**src/rtl/mario_pkg.sv**
```systemverilog
// Shared types and default timing/lives constants for the Mario game blocks.
package mario_pkg;

  // Life-tracking states, 3-bit encoded.
  typedef enum logic [2:0] {
    IDLE,
    ALIVE,
    INVULN,
    DYING,
    HOLD,
    GAMEOVER
  } life_state_t;

  localparam int DEF_START_LIVES   = 3;
  localparam int DEF_MAX_LIVES     = 9;
  localparam int DEF_LIVES_W       = 4;
  localparam int DEF_DEATH_FRAMES  = 120;
  localparam int DEF_INVULN_FRAMES = 90;
  localparam int DEF_CNT_W         = 8;

endpackage

```
**src/rtl/life_tracker_if.sv**
```systemverilog
// Hazard inputs and life/status outputs exchanged between the game logic
// (master) and the life tracker (slave).
interface life_tracker_if
  import mario_pkg::*;
#(
  parameter int LIVES_W = DEF_LIVES_W
);

  logic               frame_tick;
  logic               game_active;
  logic               enemy_hit;
  logic               pit_fall;
  logic               time_up;
  logic               big_mario;
  logic               extra_life;
  logic [LIVES_W-1:0] lives;
  logic               dying;
  logic               invincible;
  logic               shrink;
  logic               respawn;
  logic               initGameOver;

  modport master (
    output frame_tick, game_active, enemy_hit, pit_fall, time_up, big_mario, extra_life,
    input  lives, dying, invincible, shrink, respawn, initGameOver
  );

  modport slave (
    input  frame_tick, game_active, enemy_hit, pit_fall, time_up, big_mario, extra_life,
    output lives, dying, invincible, shrink, respawn, initGameOver
  );

endinterface

```
**src/rtl/frame_down_counter.sv**
```systemverilog
// Loadable frame-tick down counter; stops at zero. Used for the death and
// invulnerability windows, and later for invincibility-star timing.
module frame_down_counter #(
  parameter int CNT_W = 8
) (
  input  logic             Clk,
  input  logic             Reset,
  input  logic             load,
  input  logic [CNT_W-1:0] load_val,
  input  logic             tick,
  output logic [CNT_W-1:0] count,
  output logic             at_one
);

  // Load has priority over tick, so a window loaded on a tick edge starts full.
  // NOTE: sequential state uses non-blocking assignments so every register
  // samples pre-edge values regardless of block evaluation order.
  always_ff @(posedge Clk or posedge Reset) begin
    if (Reset) begin
      count <= '0;
    end else if (load) begin
      count <= load_val;
    end else if (tick && (count != '0)) begin
      count <= count - CNT_W'(1);
    end
  end

  assign at_one = (count == CNT_W'(1));

endmodule

```
**src/rtl/life_tracker.sv**
```systemverilog
// Tracks Mario's lives, hit handling, death animation, respawn and post-hit
// invulnerability; raises initGameOver when the last life is spent.
module life_tracker
  import mario_pkg::*;
#(
  parameter int START_LIVES   = DEF_START_LIVES,
  parameter int MAX_LIVES     = DEF_MAX_LIVES,
  parameter int LIVES_W       = DEF_LIVES_W,
  parameter int DEATH_FRAMES  = DEF_DEATH_FRAMES,
  parameter int INVULN_FRAMES = DEF_INVULN_FRAMES,
  parameter int CNT_W         = DEF_CNT_W
) (
  input  logic           Clk,
  input  logic           Reset,
  life_tracker_if.slave  bus
);

  localparam logic [CNT_W-1:0] DEATH_LOAD  = CNT_W'(DEATH_FRAMES);
  localparam logic [CNT_W-1:0] INVULN_LOAD = CNT_W'(INVULN_FRAMES);

  life_state_t        state;
  logic [LIVES_W-1:0] lives_q;
  logic               dying_q;
  logic               invincible_q;
  logic               shrink_q;
  logic               respawn_q;
  logic               game_over_q;

  logic               cnt_load;
  logic [CNT_W-1:0]   cnt_val;
  logic               cnt_tick;
  logic [CNT_W-1:0]   cnt_count;
  logic               cnt_at_one;

  logic               env_kill;
  logic               expire;
  logic [LIVES_W-1:0] lives_inc;

  // Falling into a pit or running out of time kills even a powered-up Mario.
  assign env_kill  = bus.pit_fall | bus.time_up;
  // Last frame of a running window.
  assign expire    = bus.frame_tick & cnt_at_one;
  // 1-up saturates at the ceiling.
  assign lives_inc = (lives_q >= LIVES_W'(MAX_LIVES)) ? lives_q : lives_q + LIVES_W'(1);
  // Ticks are only forwarded while a window is running.
  assign cnt_tick  = bus.frame_tick & (cnt_count != '0);

  // Decide when the frame counter is (re)loaded and with what.
  // NOTE: every always_comb output gets a default first so no path can
  // leave it unassigned and infer a latch.
  always_comb begin
    cnt_load = 1'b0;
    cnt_val  = '0;
    case (state)
      ALIVE: begin
        if (!bus.game_active) begin
          cnt_load = 1'b1;
        end else if (env_kill || (bus.enemy_hit && !bus.big_mario)) begin
          cnt_load = 1'b1;
          cnt_val  = DEATH_LOAD;
        end else if (bus.enemy_hit) begin
          cnt_load = 1'b1;
          cnt_val  = INVULN_LOAD;
        end
      end
      INVULN: begin
        if (!bus.game_active) begin
          cnt_load = 1'b1;
        end else if (env_kill) begin
          cnt_load = 1'b1;
          cnt_val  = DEATH_LOAD;
        end
      end
      DYING: begin
        if (!bus.game_active) cnt_load = 1'b1;
      end
      HOLD:    cnt_load = 1'b1;
      default: ;
    endcase
  end

  frame_down_counter #(
    .CNT_W (CNT_W)
  ) u_frame_cnt (
    .Clk      (Clk),
    .Reset    (Reset),
    .load     (cnt_load),
    .load_val (cnt_val),
    .tick     (cnt_tick),
    .count    (cnt_count),
    .at_one   (cnt_at_one)
  );

  // Life-state machine with registered outputs; pulses default low each cycle.
  always_ff @(posedge Clk or posedge Reset) begin
    if (Reset) begin
      state        <= IDLE;
      lives_q      <= LIVES_W'(START_LIVES);
      dying_q      <= 1'b0;
      invincible_q <= 1'b0;
      shrink_q     <= 1'b0;
      respawn_q    <= 1'b0;
      game_over_q  <= 1'b0;
    end else begin
      shrink_q  <= 1'b0;
      respawn_q <= 1'b0;
      case (state)
        IDLE: begin
          if (bus.game_active) state <= ALIVE;
        end
        ALIVE: begin
          if (!bus.game_active) begin
            state <= HOLD;
          end else if (env_kill || (bus.enemy_hit && !bus.big_mario)) begin
            state   <= DYING;
            dying_q <= 1'b1;
          end else if (bus.enemy_hit) begin
            state        <= INVULN;
            invincible_q <= 1'b1;
            shrink_q     <= 1'b1;
          end else if (bus.extra_life) begin
            lives_q <= lives_inc;
          end
        end
        INVULN: begin
          if (!bus.game_active) begin
            state        <= HOLD;
            invincible_q <= 1'b0;
          end else if (env_kill) begin
            state        <= DYING;
            invincible_q <= 1'b0;
            dying_q      <= 1'b1;
          end else begin
            if (bus.extra_life) lives_q <= lives_inc;
            if (expire) begin
              state        <= ALIVE;
              invincible_q <= 1'b0;
            end
          end
        end
        DYING: begin
          if (!bus.game_active) begin
            state   <= HOLD;
            dying_q <= 1'b0;
          end else if (expire) begin
            dying_q <= 1'b0;
            if (lives_q > LIVES_W'(1)) begin
              state     <= ALIVE;
              lives_q   <= lives_q - LIVES_W'(1);
              respawn_q <= 1'b1;
            end else begin
              state       <= GAMEOVER;
              lives_q     <= '0;
              game_over_q <= 1'b1;
            end
          end
        end
        HOLD: begin
          if (bus.game_active) state <= ALIVE;
        end
        GAMEOVER: ;
        default: state <= IDLE;
      endcase
    end
  end

  assign bus.lives        = lives_q;
  assign bus.dying        = dying_q;
  assign bus.invincible   = invincible_q;
  assign bus.shrink       = shrink_q;
  assign bus.respawn      = respawn_q;
  assign bus.initGameOver = game_over_q;

endmodule

```
**src/flat_wrapper.sv**
```systemverilog
// flat-port wrapper written by rule: the top's interface ports become plain ports
module life_tracker_flat import mario_pkg::*;
#(
  parameter int START_LIVES   = DEF_START_LIVES,
  parameter int MAX_LIVES     = DEF_MAX_LIVES,
  parameter int LIVES_W       = DEF_LIVES_W,
  parameter int DEATH_FRAMES  = DEF_DEATH_FRAMES,
  parameter int INVULN_FRAMES = DEF_INVULN_FRAMES,
  parameter int CNT_W         = DEF_CNT_W
)
  (Clk, Reset, bus_frame_tick, bus_game_active, bus_enemy_hit, bus_pit_fall, bus_time_up, bus_big_mario, bus_extra_life, bus_lives, bus_dying, bus_invincible, bus_shrink, bus_respawn, bus_initGameOver);
  life_tracker_if #(.LIVES_W(LIVES_W)) bus_i ();
  input  logic Clk;
  input  logic Reset;
  input wire logic [$bits(bus_i.frame_tick)-1:0] bus_frame_tick;
  input wire logic [$bits(bus_i.game_active)-1:0] bus_game_active;
  input wire logic [$bits(bus_i.enemy_hit)-1:0] bus_enemy_hit;
  input wire logic [$bits(bus_i.pit_fall)-1:0] bus_pit_fall;
  input wire logic [$bits(bus_i.time_up)-1:0] bus_time_up;
  input wire logic [$bits(bus_i.big_mario)-1:0] bus_big_mario;
  input wire logic [$bits(bus_i.extra_life)-1:0] bus_extra_life;
  output wire logic [$bits(bus_i.lives)-1:0] bus_lives;
  output wire logic [$bits(bus_i.dying)-1:0] bus_dying;
  output wire logic [$bits(bus_i.invincible)-1:0] bus_invincible;
  output wire logic [$bits(bus_i.shrink)-1:0] bus_shrink;
  output wire logic [$bits(bus_i.respawn)-1:0] bus_respawn;
  output wire logic [$bits(bus_i.initGameOver)-1:0] bus_initGameOver;
  assign bus_i.frame_tick = bus_frame_tick;
  assign bus_i.game_active = bus_game_active;
  assign bus_i.enemy_hit = bus_enemy_hit;
  assign bus_i.pit_fall = bus_pit_fall;
  assign bus_i.time_up = bus_time_up;
  assign bus_i.big_mario = bus_big_mario;
  assign bus_i.extra_life = bus_extra_life;
  assign bus_lives = bus_i.lives;
  assign bus_dying = bus_i.dying;
  assign bus_invincible = bus_i.invincible;
  assign bus_shrink = bus_i.shrink;
  assign bus_respawn = bus_i.respawn;
  assign bus_initGameOver = bus_i.initGameOver;
  life_tracker #(.START_LIVES(START_LIVES), .MAX_LIVES(MAX_LIVES), .LIVES_W(LIVES_W), .DEATH_FRAMES(DEATH_FRAMES), .INVULN_FRAMES(INVULN_FRAMES), .CNT_W(CNT_W)) u_core (.Clk(Clk), .Reset(Reset), .bus(bus_i));
endmodule
```
**config.mk**
```make
export PLATFORM = sky130hd
export DESIGN_NAME = life_tracker_flat
export DESIGN_NICKNAME = d
export VERILOG_FILES = /design/src/rtl/mario_pkg.sv /design/src/rtl/life_tracker_if.sv /design/src/rtl/frame_down_counter.sv /design/src/rtl/life_tracker.sv /design/src/flat_wrapper.sv
export SDC_FILE = /design/constraint.sdc
export NUM_CORES = 1
export LEC_CHECK = 0
export CAP_MARGIN = 20
export CORE_ASPECT_RATIO = 0.7
export CORE_UTILIZATION = 50
export CTS_CLUSTER_DIAMETER = 60
export CTS_CLUSTER_SIZE = 24
export DETAILED_ROUTE_END_ITERATION = 7
export PLACE_DENSITY_LB_ADDON = 0.05
export SYNTH_ARGS = -nofsm -noshare
export SYNTH_HDL_FRONTEND = slang
export SYNTH_SLANG_ARGS = --single-unit
```
**constraint.sdc**
```tcl
create_clock -name Clk -period 2.6 [get_ports Clk]
set_input_delay 0.52 -clock Clk [delete_from_list [all_inputs] [get_ports Clk]]
set_output_delay 0.52 -clock Clk [all_outputs]
set_load 0.01 [all_outputs]
```
## After elaboration in Yosys (flattened, before gate mapping)

Cells that the tools add are included.
Widths: inputs -> output; s select.

| word-level totals | value |
|---|---|
| register bits | 20 |
| latch bits | 0 |
| memory bits (writable) | 0 |
| ROM bits | 0 |
| input port bits | 9 |
| output and inout port bits | 9 |
| logic and storage cells | 110 |
| memories | 0 |

| operators by class | value |
|---|---|
| add/subtract/negate cells | 3 |
| multiply operators | 0 |
| divide/modulo/power cells | 0 |
| order comparisons | 2 |
| eq/ne operators | 20 |
| shift-type cells | 0 |
| multiplexer cells | 57 |
| bitwise gates (word level) | 5 |
| reduce and logical (&&, ||, !) cells | 15 |

Operators with widths:

| operator | number |
|---|---|
| $mux 4 | 10 |
| $mux 8 | 5 |
| $mux 3 | 10 |
| $mux 1 | 24 |
| $pmux 8 s2 | 1 |
| $pmux 3 s5 | 1 |
| $mux 7 | 2 |
| $ne 2x2->1 const B | 7 |
| $pmux 4 s3 | 1 |
| $reduce_and 5->1 | 2 |
| $eq 8x1->1 const B | 1 |
| $ne 2x1->1 const B | 4 |
| $reduce_and 8->1 | 1 |
| $reduce_bool 8->1 | 1 |
| $sub 8x1->8 const B | 1 |
| $eq 3x2->1 const B | 2 |
| $eq 3x3->1 const B | 2 |
| $reduce_and 6->1 | 1 |
| $add 4x1->4 const B | 1 |
| $ge 4x4->1 const B | 1 |
| $gt 4x1->1 const B | 1 |
| $ne 4x2->1 const B | 1 |
| $ne 4x3->1 const B | 1 |
| $pmux 1 s4 | 1 |
| other kinds (16) | 20 |

## Depth between registers and ports, before layout

| logic depth | value |
|---|---|
| depth in word-level cells | 7 |
| mapped depth | 8 |
| gate-level depth less buffers | 7 |

## Hierarchy

From an unflattened synthesis, not the netlist that was laid out.

| unflattened totals | value |
|---|---|
| cell total of the unflattened synthesis | 177 |
| area, all modules | 1,574.0 µm² |

By module, submodules not included:

| module | times used | cells an instance | area each (µm²) | seq. area each (µm²) |
|---|---|---|---|---|
| life_tracker | 1 | 113 | 1,017.2 | 302.8 |
| frame_down_counter | 1 | 64 | 556.8 | 200.2 |

## Worst setup path before layout

Ideal clock, no wire load.

| timing path | value |
|---|---|
| path type | register -> register |
| start point | register u_core.lives_q[0], in the netlist u_core.bus.lives[0] |
| end point | register u_core.lives_q[0], in the netlist u_core.bus.lives[0] |
| setup time | 82 ps |
| arrival time | 1,853 ps |
| data required time | 2,518 ps |
| path slack | 664 ps |
| stages on the path, launching flop included | 7 |
| path buffers | 0 |
| clock period less this slack | 1,936 ps |
| path through | dfstp_2 inv_1 ha_1 nor3b_1 o211a_1 o211ai_2 mux2_2 |

| on the way | value |
|---|---|
| word-level cells in the longest chain between the ends | 7 |
| elaborated cells between the ends (all ways) | 15 |
| those cells by class | add/sub: 2; order compare: 2; mux: 11 |

Ends and longest elaborated chain:

| element | line | text |
|---|---|---|
| start: declaration | life_tracker.sv:22 | `logic [LIVES_W-1:0] lives_q;` |
| start signal: assignment | life_tracker.sv:98 | `lives_q <= LIVES_W'(START_LIVES);` |
| start signal: assignment | life_tracker.sv:122 | `lives_q <= lives_inc;` |
| start signal: assignment | life_tracker.sv:134 | `if (bus.extra_life) lives_q <= lives_inc;` |
| $add 4x1->4 / $ge 4x4->1 (equally long branches) | life_tracker.sv:44 | `assign lives_inc = (lives_q >= LIVES_W'(MAX_LIVES)) ? lives_q : lives_q + LIVES_W'(1);` |
| $mux 4 | life_tracker.sv:44 |  |
| $mux 4 | life_tracker.sv:121, life_tracker.sv:134 |  |
| $mux 4 | life_tracker.sv:117 | `end else if (bus.enemy_hit) begin` |
| $mux 4 | life_tracker.sv:114 | `end else if (env_kill \|\| (bus.enemy_hit && !bus.big_mario)) begin` |
| $mux 4 | life_tracker.sv:112 | `if (!bus.game_active) begin` |
| $pmux 4 s3 * | life_tracker.sv:107 | `case (state)` |

Mark *: on every way between the ends. The rest lies on a longest branch, timed or not. The select of a mux whose other input is x is not followed.
A chain may end at the register's enable or synchronous reset.

## Worst setup path after layout

| timing path | value |
|---|---|
| start point | input bus_time_up |
| end point | register u_core.u_frame_cnt.count[3] |

| on the way | value |
|---|---|
| word-level cells in the longest chain between the ends | 6 |
| elaborated cells between the ends (all ways) | 14 |
| those cells by class | mux: 11; bitwise: 1; reduce/logical: 2 |

Ends and longest elaborated chain:

| element | line | text |
|---|---|---|
| start: declaration | flat_wrapper.sv:19 | `input wire logic [$bits(bus_i.time_up)-1:0] bus_time_up;` |
| $or 1x1->1 * | life_tracker.sv:40 | `assign env_kill = bus.pit_fall \| bus.time_up;` |
| $logic_or 1x1->1 | life_tracker.sv:58 | `end else if (env_kill \|\| (bus.enemy_hit && !bus.big_mario)) begin` |
| $mux 1 / $mux 8 (equally long branches) | life_tracker.sv:58 |  |
| $mux 1 / $mux 8 (equally long branches) | life_tracker.sv:56 | `if (!bus.game_active) begin` |
| $pmux 1 s4 / $pmux 8 s2 (equally long branches) | life_tracker.sv:54 | `case (state)` |
| $mux 8 / $reduce_bool 2->1 (equally long branches) | n/a |  |
| end signal: assignment | frame_down_counter.sv:22 | `count <= load_val;` |
| end signal: assignment | frame_down_counter.sv:24 | `count <= count - CNT_W'(1);` |
| end: declaration | frame_down_counter.sv:11 | `output logic [CNT_W-1:0] count,` |

Mark *: on every way between the ends. The rest lies on a longest branch, timed or not.

==> results.sh <==
export IMPL_cp_required_ns=2.76
export IMPL_seq_area_frac_synth=0.372
export IMPL_clkTransAtPathRegs_ns=0.08
export IMPL_rows=15
export IMPL_rsz0062_at_grt="no"
export IMPL_post_route_cells_drive_above_1_share=0.0971
export IMPL_fin_worst_skew_ns=0.00460
export IMPL_finalCritPeriodShare=0.853
export IMPL_slew_limit_headroom=0.491
export IMPL_slew_violations=0
export IMPL_yosysMostFrequentCell="dfrtp_1"
export IMPL_setup_tns_ns=0
export IMPL_post_drt_wl_per_cell_um=15.3
export IMPL_drcViolationCount=0
export IMPL_leakagePower_nw=0.714
export IMPL_report_final_setup_viol=0
export IMPL_yosysUniqueCellTypes=44
export IMPL_cts_resized=0
export IMPL_min_period_ns=2.22
export IMPL_numPortBuffers=17
export IMPL_start_kind="primary input"
export IMPL_synth_area_mm2=0.00135
export IMPL_vias_per_cell=6.02
export IMPL_async_flop_share=1.00
export IMPL_grt_pass1_wl_mm=5.23
export IMPL_ys_top_cells_by_area="dfrtp_1 33%, ha_1 5.6%, nor2_1 4.7%"
export IMPL_regArea_um2=503
export IMPL_n_antenna_cell=0
export IMPL_grt_pass1_vias=1082
export IMPL_ios=18
export IMPL_cp_arrival_ns=2.38
export IMPL_grt_max_degree=21
export IMPL_syn_nets=173
export IMPL_synth_seq_cells=20
export IMPL_p_total_mw=1.76
export IMPL_yosys_warnings=0
export IMPL_vias=1259
export IMPL_peakVddDrop_mv=0.631
export IMPL_hp_class="reg -> reg"
export IMPL_htree_levels=1
export IMPL_die_w_um=64.2
export IMPL_syn_instance_count=158
export IMPL_coreArea_mm2=0.00251
export IMPL_cts_tree="done"
export IMPL_clock_latency_ns=0.26
export IMPL_overflow=0
export IMPL_fillers=232
export IMPL_yosysTopAreaCell="dfrtp_1"
export IMPL_syn_area_per_cell_um2=8.56
export IMPL_routed_wl_mm=3.19
export IMPL_cts_buffer_depth=2
export IMPL_hold_viol_final=0
export IMPL_cts_sinks=20
export IMPL_area_delta_synth_final_pct=18.9
export IMPL_ys_flop_type="dfrtp_1"
export IMPL_grt_usage=0.241
export IMPL_cts_hold_buffers=0
export IMPL_placed_area_mm2=0.00155
export IMPL_synth_top_area_frac=0.333
export IMPL_fin_nets=191
export IMPL_postCtsSetupRepairBufs=0
export IMPL_status="complete, no violations"
export IMPL_max_freq_mhz=451
export IMPL_cap_viol_max_count=0
export IMPL_ant_nets=0
export IMPL_firstDrtPassIters=5
export IMPL_initial_core_util=0.538
export IMPL_cp_end_kind="register"
export IMPL_synth_edf_count=0
export IMPL_antenna_found_initial=0
export IMPL_p_per_area_mw_per_mm2=1090
export IMPL_cts_buffers=3
export IMPL_dieArea_mm2=0.00292
export IMPL_die_height_um=45.5
export IMPL_cp_max_fo=9
export IMPL_yosys_top_cells_count="18 x dfrtp_1, 17 x nor2_1, 12 x o21ai_0"
export IMPL_stdcell_area_mm2=0.00161
export IMPL_worstMarginPinSlew_ns=0.762
export IMPL_place_hpwl_mm=2.33
export IMPL_path_class="in -> reg"
export IMPL_drtIter0Drc=72
export IMPL_multi_input_area_um2=781
export IMPL_clockRootBuffer="clkbuf_8"
export IMPL_gp_congestion=0.913
worst paths after layout:
| check | start | to | slack, ns | cells after the start |
|---|---|---|---|---|
| max | bus_time_up | u_core.u_frame_cnt.count[3]$_DFFE_PP0P_ | 0.38 | 6 |
| min | u_core.bus.initGameOver$_DFFE_PP0P_ | u_core.bus.initGameOver$_DFFE_PP0P_ | 0.49 | 1 |
| max reg2reg | u_core.bus.lives[0]$_DFFE_PP1P_ | u_core.bus.lives[0]$_DFFE_PP1P_ | 0.51 | 6 |
| min reg2reg | u_core.bus.initGameOver$_DFFE_PP0P_ | u_core.bus.initGameOver$_DFFE_PP0P_ | 0.49 | 1 |
| max in group asynchronous | Reset | u_core.state[2]$_DFFE_PP0P_ | 1.43 | 2 |
| min in group asynchronous | Reset | u_core.u_frame_cnt.count[1]$_DFFE_PP0P_ | 0.69 | 2 |
state kept, by name (all words and copies together), names as in the netlist:
| signal | flops |
|---|---|
| u_core.bus.dying | 1 |
| u_core.bus.lives | 4 |
| u_core.bus.invincible | 1 |
| u_core.bus.shrink | 1 |
| u_core.bus.initGameOver | 1 |
| u_core.state | 3 |
| u_core.bus.respawn | 1 |
| u_core.u_frame_cnt.count | 8 |
stage by stage:
step / cells / worst slack (ns) / utilization / hold WS [ns]
floorplan: 158 / 0.664 / - / 0.482
global placement: 205 / 0.145 / 0.617 / 0.469
detailed placement: 205 / 0.101 / 0.617 / 0.478
CTS: 209 / 0.384 / 0.639 / 0.496
global route: 209 / 0.305 / 0.639 / 0.519
finish: 209 / 0.381 / 0.639 / 0.494
final cells by class:
class / count / share of cell area
inverter: 11 / 0.0257
clock buffer: 4 / 0.0342
multi-input combinational: 121 / 0.486
tap: 34 / 0.0265
sequential: 20 / 0.313
timing repair buffer: 19 / 0.115
cells by family after synthesis:
logic type | after synthesis | synth area share
AOI/OAI and AO/OA | 43 | 0.216
xor gates and xnor gates | 5 | 0.0324
adders and majority gates | 6 | 0.0555
buffers and inverters | 17 | 0.0509
DFF | 20 | 0.372
muxes | 3 | 0.0241
and+or+nand+nor | 64 | 0.249
per-layer routing:
metal,global-route usage,routed length (um)
met2,0.362,1400
met4,0.0800,48
met1,0.352,1530
met5,0,0
met3,0.0475,222
layout by cell type, fill, tap and decap left out, drive strengths merged, types with 2 or more instances in the layout:
cell | netlist | layout
dfrtp | 18 | 18
nor2 | 17 | 17
clkdlybuf4s50 | 0 | 17
o21ai | 14 | 14
inv | 11 | 11
a21oi | 11 | 11
nand2 | 10 | 10
nor3 | 7 | 7
and3 | 7 | 7
nand3 | 6 | 6
ha | 6 | 6
or3 | 5 | 5
xor2 | 4 | 4
clkbuf | 2 | 4
nor4 | 3 | 3
nand3b | 2 | 2
a211oi | 2 | 2
a31oi | 2 | 2
nor3b | 2 | 2
o22ai | 2 | 2
mux2 | 2 | 2
buf | 4 | 2
dfstp | 2 | 2
where the power goes:
part,internal (mW),total (mW),switching (mW)
Clock,0.135,0.240,0.105
Sequential,0.433,0.600,0.166
Combinational,0.418,0.918,0.499
Total,0.987,1.76,0.770
worst max-delay path, cell delays in order:
cell	delay (ns)
clkdlybuf4s50_1	0.46
or4b_4	0.56
o311ai_2	0.13
a21oi_4	0.16
or3_1	0.36
and3_1	0.18
(Power assumes the default switching activity.)
